$ cat src/rtl/slot_io_target.sv
// slot_io_target: slot-side I/O responder for one dock peripheral slot.
// Answers decoded I/O cycles from a small local register file, stretches
// the cycle with programmable wait states on dev_ready_n, and exposes the
// register contents to slot logic through regs_flat.
// Optional build macro SLOT_IRQ_EN: adds irq_set/irq_n and turns register
// NUM_REGS-1 into the IRQ control register (bit0 pending, bit1 enable).
module slot_io_target #(
  parameter int IDX_W    = 2,
  parameter int NUM_REGS = 4,
  parameter int DATA_W   = 8,
  parameter int WAIT_W   = 4
) (
  input  logic                         clk,
  input  logic                         rst,
  input  logic                         cs_n,
  input  logic                         io_r_w_,
  input  logic [IDX_W-1:0]             addr,
  input  logic [DATA_W-1:0]            data_in,
  output logic [DATA_W-1:0]            data_out,
  output logic                         data_oe,
  output logic                         dev_ready_n,
  input  logic [WAIT_W-1:0]            wait_states,
`ifdef SLOT_IRQ_EN
  input  logic                         irq_set,
  output logic                         irq_n,
`endif
  output logic [NUM_REGS*DATA_W-1:0]   regs_flat
);

  localparam int NUM_IDX = 1 << IDX_W;

  localparam logic [1:0] ST_IDLE = 2'd0;
  localparam logic [1:0] ST_WAIT = 2'd1;
  localparam logic [1:0] ST_ACK  = 2'd2;
  localparam logic [1:0] ST_HOLD = 2'd3;

  logic [1:0]        state_reg;
  logic [WAIT_W-1:0] cnt_reg;
  logic [IDX_W-1:0]  idx_reg;
  logic              rd_reg;
  logic [DATA_W-1:0] data_out_reg;
  logic              wr_commit;

  // Read view of every index; indices past NUM_REGS read as zero.
  logic [NUM_IDX-1:0][DATA_W-1:0] view;

`ifdef SLOT_IRQ_EN
  logic pending_reg;
  logic irq_n_reg;
`endif

  // The write lands on the edge that leaves ACK, which happens once per cycle.
  assign wr_commit = (state_reg == ST_ACK) && !rd_reg;

  // Handshake FSM. cnt_reg holds the number of not-ready cycles still owed,
  // counting the current one; the IDLE cycle with cs_n low already owes one,
  // so a single wait state goes straight to ACK.
  always_ff @(posedge clk or posedge rst) begin
    if (rst) begin
      state_reg    <= ST_IDLE;
      cnt_reg      <= '0;
      idx_reg      <= '0;
      rd_reg       <= 1'b0;
      data_out_reg <= '0;
    end else begin
      case (state_reg)
        ST_IDLE: begin
          if (!cs_n) begin
            idx_reg <= addr;
            rd_reg  <= io_r_w_;
            cnt_reg <= wait_states;
            if (io_r_w_) data_out_reg <= view[addr];
            state_reg <= (wait_states > WAIT_W'(1)) ? ST_WAIT : ST_ACK;
          end
        end
        ST_WAIT: begin
          if (cs_n) begin
            state_reg <= ST_IDLE;
            cnt_reg   <= '0;
          end else begin
            cnt_reg <= cnt_reg - WAIT_W'(1);
            if (cnt_reg == WAIT_W'(2)) begin
              state_reg <= ST_ACK;
              if (rd_reg) data_out_reg <= view[idx_reg];
            end
          end
        end
        ST_ACK: begin
          state_reg <= ST_HOLD;
        end
        default: begin
          if (cs_n) state_reg <= ST_IDLE;
        end
      endcase
    end
  end

  // Ready is combinational in IDLE so the first active edge already sees it.
  always_comb begin
    dev_ready_n = 1'b1;
    case (state_reg)
      ST_IDLE: dev_ready_n = rst | cs_n | (wait_states == '0);
      ST_WAIT: dev_ready_n = 1'b0;
      default: dev_ready_n = 1'b1;
    endcase
  end

  assign data_oe   = !cs_n && rd_reg && (state_reg != ST_IDLE);
  assign data_out  = data_out_reg;
  assign regs_flat = view[NUM_REGS-1:0];

  // Register file: one flop bank per live index, zero view for the rest.
  genvar gi;
  generate
    for (gi = 0; gi < NUM_IDX; gi++) begin : g_reg
      if (gi < NUM_REGS) begin : g_live
        logic [DATA_W-1:0] r_reg;

        // Commit the host write when this index was latched at cycle start.
        always_ff @(posedge clk or posedge rst) begin
          if (rst)                                       r_reg <= '0;
          else if (wr_commit && idx_reg == IDX_W'(gi))   r_reg <= data_in;
        end
`ifdef SLOT_IRQ_EN
        if (gi == NUM_REGS - 1) begin : g_irq
          assign view[gi] = {{(DATA_W-2){1'b0}}, r_reg[1], pending_reg};
        end else begin : g_plain
          assign view[gi] = r_reg;
        end
`else
        assign view[gi] = r_reg;
`endif
      end else begin : g_void
        assign view[gi] = '0;
      end
    end
  endgenerate

`ifdef SLOT_IRQ_EN
  // Sticky pending bit; a new set beats a same-edge clear from the host.
  always_ff @(posedge clk or posedge rst) begin
    if (rst) begin
      pending_reg <= 1'b0;
      irq_n_reg   <= 1'b1;
    end else begin
      if (irq_set)
        pending_reg <= 1'b1;
      else if (wr_commit && idx_reg == IDX_W'(NUM_REGS - 1) && data_in[0])
        pending_reg <= 1'b0;
      irq_n_reg <= ~(pending_reg & view[NUM_REGS-1][1]);
    end
  end

  assign irq_n = irq_n_reg;
`endif

endmodule

$ cat config.mk
export PLATFORM = sky130hd
export DESIGN_NAME = slot_io_target
export DESIGN_NICKNAME = d
export VERILOG_FILES = /design/src/rtl/slot_io_target.sv
export SDC_FILE = /design/constraint.sdc
export NUM_CORES = 1
export LEC_CHECK = 0
export ABC_CLOCK_PERIOD_IN_PS = 3400
export BUFFER_PORTS_ARGS = -buffer_cell sky130_fd_sc_hd__buf_4
export CORE_ASPECT_RATIO = 0.9
export CORE_UTILIZATION = 58
export CTS_CLUSTER_DIAMETER = 120
export DETAILED_ROUTE_END_ITERATION = 16
export PLACE_DENSITY = 0.92
export SYNTH_ARGS = -nofsm -noshare
export SYNTH_HDL_FRONTEND = slang
export SYNTH_SLANG_ARGS = --single-unit
export TNS_END_PERCENT = 100
$ cat constraint.sdc
create_clock -name clk -period 3.4 [get_ports clk]
set_clock_uncertainty 0.15 [all_clocks]
set_input_delay 0.34 -clock clk [delete_from_list [all_inputs] [get_ports clk]]
set_output_delay 0.34 -clock clk [all_outputs]
set_load 0.03 [all_outputs]
== Word-level counts from Yosys, hierarchy flattened ==
Cells that the tools add are included.

* $lt $le $gt $ge: 3
* Bitwise logic cells: 3
* Multiplexer cells: 20
* Reduce and logical (&&, ||, !) cells: 19
* Equal/unequal tests: 12
* Add/sub/neg operators: 1

{| class="wikitable"
|+ Operator list
! cell !! count
|-
| two-way mux 8 bit || 7
|-
| binary-select mux 8 bit (select 2 bit) || 2
|-
| case mux 8 bit (2 select lines) || 1
|-
| two-way mux 2 bit || 5
|-
| != test 2 bit (second input constant) || 5
|-
| two-way mux 4 bit || 2
|-
| case mux 4 bit (2 select lines) || 1
|-
| logical AND 1 bit || 7
|-
| == test 2 bit (second input constant) || 3
|-
| < comparator 2 x 3 -> 1 bit (second input constant) || 2
|-
| case mux 2 bit (3 select lines) || 1
|-
| AND reduction 6 bit || 1
|-
| == test 2 x 1 -> 1 bit (second input constant) || 2
|-
| == test 4 x 2 -> 1 bit (second input constant) || 1
|-
| greater-than comparator 4 x 1 -> 1 bit (second input constant) || 1
|-
| logical NOT 2 bit || 2
|-
| logical NOT 4 bit || 1
|-
| AND reduction 2 bit || 2
|-
| nonzero test 2 bit || 2
|-
| nonzero test 4 bit || 1
|-
| subtractor 4 x 1 -> 4 bit (second input constant) || 1
|-
| != test 3 bit (second input constant) || 1
|-
| AND reduction 3 bit || 1
|-
| logical NOT 1 bit || 2
|-
| 3 further kinds || 4
|}

* Register bits: 49
* Input bits: 18
* Output and inout port bits: 42
* Word-level logic and storage cells: 67

== Longest topological paths before layout ==
Gate-level depths: netlist of run 1.

* Depth in word-level cells: 6
* Mapped depth: 6
* Mapped depth without buffers: 6

== Worst setup path before layout of run 1 ==
Ideal clock, no wire load.

* Kind: flip-flop to flip-flop
* Start point: register cnt_reg[0]
* End point: register data_out_reg[5], in the netlist data_out[5]
* Buffers on the path: 0
* Cell stages (with the launch flop): 7
* Arrival: 1.681 ns
* Setup slack: 1.444 ns
* Cell sequence: dfrtp_1 -> inv_1 -> ha_1 -> nor3b_1 -> a31oi_1 -> nor3_4 -> mux2_2

* Word-level cells in the longest chain between the ends: 3

{| class="wikitable"
|+ Ends and longest elaborated chain
! what !! line !! source
|-
| start: declaration || 38 || <nowiki>logic [WAIT_W-1:0] cnt_reg;</nowiki>
|-
| start signal: assignment || 71 || <nowiki>cnt_reg <= wait_states;</nowiki>
|-
| start signal: assignment || 81 || <nowiki>cnt_reg <= cnt_reg - WAIT_W'(1);</nowiki>
|-
| == test 4 x 2 -> 1 bit || 82 || <nowiki>if (cnt_reg == WAIT_W'(2)) begin</nowiki>
|-
| != test 2 bit (no source line) || -- ||
|-
| AND reduction 6 bit (no source line) || -- ||
|-
| end signal: assignment || 72 || <nowiki>if (io_r_w_) data_out_reg <= view[addr];</nowiki>
|-
| end signal: assignment || 84 || <nowiki>if (rd_reg) data_out_reg <= view[idx_reg];</nowiki>
|-
| end: declaration || 41 || <nowiki>logic [DATA_W-1:0] data_out_reg;</nowiki>
|}

Every way passes these cells.
A chain may end at the register's enable or synchronous reset.

== Worst setup path after layout of run 1 ==
* Start point: register state_reg[0]
* End point: output dev_ready_n

* Word-level cells in the longest chain between the ends: 2

{| class="wikitable"
|+ Ends and longest elaborated chain
! what !! line !! source
|-
| start: declaration || 37 || <nowiki>logic [1:0] state_reg;</nowiki>
|-
| start signal: assignment || 73 || <nowiki>state_reg <= (wait_states > WAIT_W'(1)) ? ST_WAIT : ST_ACK;</nowiki>
|-
| == test 2 x 1 -> 1 bit or logical NOT 2 bit (tied branches) || 101 || <nowiki>case (state_reg)</nowiki>
|-
| case mux 1 bit (2 select lines) (*) || 101 ||
|-
| end: declaration || 21 || <nowiki>output logic dev_ready_n,</nowiki>
|}

Every way passes the cells marked *; elsewhere a longest branch is shown, timed or not.

==> results of run 1 <==
## layout by cell type, fill, tap and decap left out, drive strengths merged
cell	instances
ha	2
nand4	1
nor2	8
o32ai	1
clkbuf	7
dfrtp	49
o32a	2
nor3	4
bufinv	1
a21oi	3
nor3b	3
nand3	1
a22o	1
nand3b	1
nor4	3
mux4	16
nand2	4
nor2b	3
o22ai	2
o211a	1
o21ai	2
a31oi	3
inv	7
buf	59
mux2	51
## synthesized netlist by cell type (2+ instances only)
cell type  instances  share of area, %
ha_1               2              0.97
inv_1              6              0.88
nand2_1            4              0.58
mux2_4             6               3.5
dfrtp_1           49                48
a31oi_1            3              0.73
mux4_2            13                11
nor2_1             7               1.0
buf_2              2              0.39
nor3_1             3              0.58
buf_6              2              0.88
mux2_2            45                20
buf_1              3              0.44
nor2b_1            3              0.73
o32a_1             2              0.78
mux4_1             3               3.1
nor3b_1            2              0.58
o22ai_1            2              0.49
nor4_1             3              0.73
o21ai_0            2              0.39
a21oi_1            3              0.58
## stage by stage
step	area (um^2)	setup WS, ns	hold slack, ns	std cells	power [mW]
after global placement	3040	1.24	0.331	287	3.00
after detailed placement	3040	1.17	0.341	287	3.07
after global routing	3150	0.944	0.135	295	3.68
final	3150	1.05	0.129	295	3.52
after floorplan	2570	1.44	0.312	177	2.47
after CTS	3150	1.06	0.128	295	3.52
## layer usage
layer  GRT usage [%]  vias up  share of wire (%)
li1                -      788                  -
met1            35.2      934                 43
met2            47.1       68                 52
met3            4.29        4                4.7
met4            7.84        0               0.53
met5               0        -                  0
## report_power, final
group	internal, mW	switching, mW	total [mW]
registers	0.867	0.380	1.25
logic	0.938	0.898	1.84
clock network	0.240	0.194	0.434
## cells by family (layout without fill, tap and decap cells)
kind of cell	Yosys count	count (layout)	share of synthesized area, %
buffers and inverters	16	74	3.07
AO/OA/AOI/OAI	15	15	4.04
multiplexers	67	67	37.7
AND/OR/NAND/NOR	28	28	6.57
adder cells (fa/ha/maj)	2	2	0.973
flip-flops	49	49	47.7
## worst max-delay path by stage
stage,cells after the start,slack [ns],to
after global routing,4,0.94,dev_ready_n
after CTS,4,1.06,dev_ready_n
after global placement,3,1.24,g_reg[3].g_live.r_reg[3]$_DFFE_PP0P_
final,4,1.05,dev_ready_n
after detailed placement,6,1.17,data_out[5]$_DFFE_PP0P_
after floorplan,6,1.44,data_out[5]$_DFFE_PP0P_
## worst reg2reg max path: cells and delay by family, from the launching register on
family	cells	cell delay (ns)
fa+ha+maj	1	0.15
buf+inv	1	0.09
flops	1	0.41
compound gates	1	0.17
mux	1	0.41
simple gates	2	0.77
## layout make-up
type,instances,area (um^2)
clock inverter,1,30.0
timing repair buffer,59,443
fill,262,1000
tap,60,75.1
sequential,49,1230
inverter,7,26.3
multi-input combinational,112,1270
clock buffer,7,86.3
==> qor.yml, run 1 <==
maxSlewViolCount: 0
holdBufCountCts: 0
final_nets: 254
reg2reg_from: "cnt_reg[0]$_DFFE_PP0P_"
timing.rr.end: "data_out[5]$_DFFE_PP0P_"
synth_fp_nets: 197
min_path_type: "primary input to async pin"
die_y_um: 65.2
core_area_um2: 4160
slew-limit-headroom_pct: 34.5
critPathCaptureType: "output pin"
syn_inst: 177
drt_wl_total_um: 5670
slowest_delay_ns: 0.67
dp_hpwl_um: 3810
first_pass_iters: 6
grt_overflow: 0
hold_viol: 0
portBuffers: 59
grt_max_degree: 50
setup_viol: 0
grt_pass1_vias: 1823
num_rows: 22
fmax_ghz: 0.425
ir_worst_vdd_v: 0.000729
clockBufferDepth: 2
setup.worst_path.start_class: "register"
drive_above_1_share_pct: 57.4
ys_seq_elements: 49
root_buffer: "clkbuf_8"
power_density_nw_per_um2: 1120
grt_pass1_wl_um: 9290
ctsHtreeMaxLevel: 2
drc: 0
clk_transition_reported_paths_ns: 0.09
antenna_found_initial: 0
critPathKind: "register to output pin"
insertion_delay_ns: 0.30
r2r_slack_ns: 1.14
r2r_cells: 6
worst_pin_slew_ns: 0.982
vias_per_cell: 6.08
drv_cap: 0
syn_area_um2: 2570
yosys_warnings: 0
required_ns: 2.91
synth_cell_type_count: 33
wl_per_cell_um: 19.2
crit_family: "flip-flops"
leakagePower_nw: 1.42
dr.first_iter.drc_count: 137
track_usage_pct: 27.0
crit_start: "state_reg[0]$_DFFE_PP0P_"
crit_arrival_ns: 1.86
synth_edf_count: 0
antenna_left: 0
synth-seq-area-share_pct: 47.7
die_x_um: 72.2
pin_count: 60
vias: 1794
synthArstFlopShare_pct: 100
cts_tree: "built"
cp_max_fo: 17
crit_chain: "inv_2 -> nor2_2 -> nor2_1 -> buf_4"
area_growth_pct: 22.6
syn_area_per_cell_um2: 14.5
numClockSinks: 49
synth_ff_type: "dfrtp_1"
start_util_pct: 61.9
rsz0062_at_grt: "no"
min_period_over_period_pct: 69.2
post_cts_buffers: 0
finalCriticalPeriod_ns: 2.35
die_area_um2: 4700
largest_reg_flops: 32
critPathSlowestCell: "dfrtp_1"
cts_buffers: 5
fin_util_pct: 75.9
crit_buf_inv: 2
cts_resized: 0
fin_setup_tns_ns: 0
antenna_cells: 0
gp_congestion: 0.818
status: "finished, final reports clean"
No activity file was read; power rests on OpenSTA's default activity.
==> inputs of run 2 (changes only) <==
--- a/config.mk
+++ b/config.mk
@@ -5,13 +5,13 @@
 export SDC_FILE = /design/constraint.sdc
 export NUM_CORES = 1
 export LEC_CHECK = 0
-export ABC_CLOCK_PERIOD_IN_PS = 3400
+export ABC_CLOCK_PERIOD_IN_PS = 2400
 export BUFFER_PORTS_ARGS = -buffer_cell sky130_fd_sc_hd__buf_4
 export CORE_ASPECT_RATIO = 0.9
-export CORE_UTILIZATION = 58
+export CORE_UTILIZATION = 54
 export CTS_CLUSTER_DIAMETER = 120
 export DETAILED_ROUTE_END_ITERATION = 16
-export PLACE_DENSITY = 0.92
+export PLACE_DENSITY = 0.87
 export SYNTH_ARGS = -nofsm -noshare
 export SYNTH_HDL_FRONTEND = slang
 export SYNTH_SLANG_ARGS = --single-unit
==> constraint.sdc (replaced) <==
create_clock -name clk -period 2.4 [get_ports clk]
set_clock_uncertainty 0.15 [all_clocks]
set_input_delay 0.24 -clock clk [delete_from_list [all_inputs] [get_ports clk]]
set_output_delay 0.24 -clock clk [all_outputs]
set_load 0.03 [all_outputs]
==> qor.yml, run 2 (synthesis results as in run 1) <==
drv_cap: 0  # unchanged
insertion_delay_ns: 0.31  # was 0.30 ns
portBuffers: 59  # unchanged
cp_common_cell: "mux2_2"
die_y_um: 67.5  # was 65.2 um
cts_resized: 0  # unchanged
post_cts_buffers: 0  # unchanged
fmax_ghz: 0.459
final_nets: 264  # was 254
antenna_found_initial: 0  # unchanged
track_usage_pct: 24.0  # was 27.0%
maxSlewViolCount: 0  # unchanged
min_period_over_period_pct: 90.8
clk_transition_reported_paths_ns: 0.08  # was 0.09 ns
status: "finished, final reports clean"  # unchanged
crit_buf_inv: 0  # was 2
die_area_um2: 5040  # was 4700 um^2
drive_above_1_share_pct: 58.4  # was 57.4%
hold-worst-slack_ns: 0.0207  # was 0.129 ns
grt_overflow: 0  # unchanged
crit_arrival_ns: 2.23  # was 1.86 ns
pin_count: 60  # unchanged
seqCellArea_um2: 1230  # unchanged
dp_cells: 298  # was 287
drt_wl_total_um: 5490  # was 5670 um
setup_viol: 0  # unchanged
root_buffer: "clkbuf_8"  # unchanged
grt_pass1_wl_um: 8610  # was 9290 um
finalCriticalPeriod_ns: 2.18
critPathSlowestCell: "dfrtp_1"  # unchanged
dp_hpwl_um: 3910  # was 3810 um
place_area_um2: 3120  # was 3040 um^2
ir_worst_vdd_v: 0.000875  # was 0.000729 V
worst_pin_slew_ns: 0.642  # was 0.982 ns
gp_congestion: 0.776  # was 0.818
power_density_nw_per_um2: 1520  # was 1120 nW/um^2
grt_pass1_vias: 1742  # was 1,823
area_growth_pct: 25.0  # was 22.6%
final_cells: 307  # was 295
core_area_um2: 4520  # was 4160 um^2
slew-limit-headroom_pct: 57.2  # was 34.5%
cts_buffers: 5  # unchanged
crit_family: "multiplexers"  # was flip-flops
largest_reg_flops: 32  # unchanged
rsz0062_at_grt: "no"  # unchanged
crit_chain: "mux4_1 -> mux2_2 -> mux2_2"  # was inv_2 -> nor2_2 -> nor2_1 -> buf_4
cp_max_fo: 12  # was 17
num_rows: 23  # was 22
leakagePower_nw: 1.45  # was 1.42 nW
cts_tree: "built"  # unchanged
n_fill_cell: 314  # was 262
final_area_um2: 3210  # was 3150 um^2
dr.first_iter.drc_count: 137  # unchanged
min_path_type: "primary input to register"  # was primary input to async pin
ctsHtreeMaxLevel: 2  # unchanged
fin_total_pwr_mw: 4.87  # was 3.52 mW
drc: 0  # unchanged
mostFrequentLayoutCell: "buf_4"  # unchanged
numClockSinks: 49  # unchanged
wl_per_cell_um: 17.9  # was 19.2 um
start_util_pct: 56.9  # was 61.9%
first_pass_iters: 4  # was 6
most-common-layout-cells: "67 x buf_4, 49 x dfrtp_1, 45 x mux2_2"  # was 59 x buf_4, 49 x dfrtp_1, 45 x mux2_2
slowest_delay_ns: 0.76  # was 0.67 ns
hold_viol: 0  # unchanged
clockBufferDepth: 2  # unchanged
critPathKind: "register to register"  # was register to output pin
multi_input_area_um2: 1270  # unchanged
grt_max_degree: 27  # was 50
setup.worst_path.start_class: "register"  # unchanged
die_x_um: 74.7  # was 72.2 um
antenna_cells: 0  # unchanged
fin_setup_tns_ns: 0  # unchanged
vias: 1766  # was 1,794
vias_per_cell: 5.75  # was 6.08
antenna_left: 0  # unchanged
critPathCaptureType: "register"  # was output pin
required_ns: 2.45  # was 2.91 ns
==> run 2: cell types whose count changed in the layout (fill, tap and decap cells not counted), sizes merged <==
| cell | change |
|---|---|
| buf | +9 |
| bufinv | -1 |
| clkinvlp | +1 |
| dlygate4sd3 | +1 |
==> run 2: metal layers <==
| layer | part of all wire (%) | GRT usage (%) | vias to the layer above |
|---|---|---|---|
| li1 | - | - | 806 |
| met4 | 1.7 | 10.4 | 0 |
| met2 | 48 | 37.5 | 60 |
| met3 | 5.9 | 4.48 | 7 |
| met5 | 0 | 0 | - |
| met1 | 44 | 32.9 | 893 |
==> run 2: through the flow <==
stage	utilization, %	setup WS (ns)
global route	71.1	0.129
finish	71.1	0.222
detailed placement	69.0	0.222
CTS	71.1	0.202
global placement	69.0	0.277
floorplan	-	0.444
==> run 2: final timing paths <==
check	startpoint	end	slack [ns]	cells past startpoint
worst max-delay path	idx_reg[0]$_DFFE_PP0P_	data_out[6]$_DFFE_PP0P_	0.22	3
worst min-delay path	io_r_w_	rd_reg$_DFFE_PP0P_	0.02	2
worst max register to register	idx_reg[0]$_DFFE_PP0P_	data_out[6]$_DFFE_PP0P_	0.22	3
worst min register to register	data_out[3]$_DFFE_PP0P_	data_out[3]$_DFFE_PP0P_	0.37	1
max in group asynchronous	rst	idx_reg[0]$_DFFE_PP0P_	1.20	4
min in group asynchronous	rst	state_reg[1]$_DFFE_PP0P_	0.38	3
==> run 2: cell type report <==
type	count	share of cell area, %
multi-input combinational	112	39.4
sequential	49	38.2
timing repair buffer	69	16.6
tap	62	2.41
clock buffer	7	2.38
inverter	7	0.818
clock inverter	1	0.234
==> run 2: power by group <==
part / internal (mW) / leakage [nW] / switching (mW) / total [mW]
registers: 1.23 / 0.594 / 0.471 / 1.70
logic: 1.38 / 0.819 / 1.30 / 2.68
clock network: 0.207 / 0.0385 / 0.280 / 0.487
total: 2.81 / 1.45 / 2.05 / 4.87
==> run 2: what timing repair did <==
| item | in CTS | in global routing |
|---|---|---|
| endpoints found under the setup margin | 0 | 0 |
| hold buffers | 1 | 0 |
| endpoints found under the hold margin | 23 | 0 |
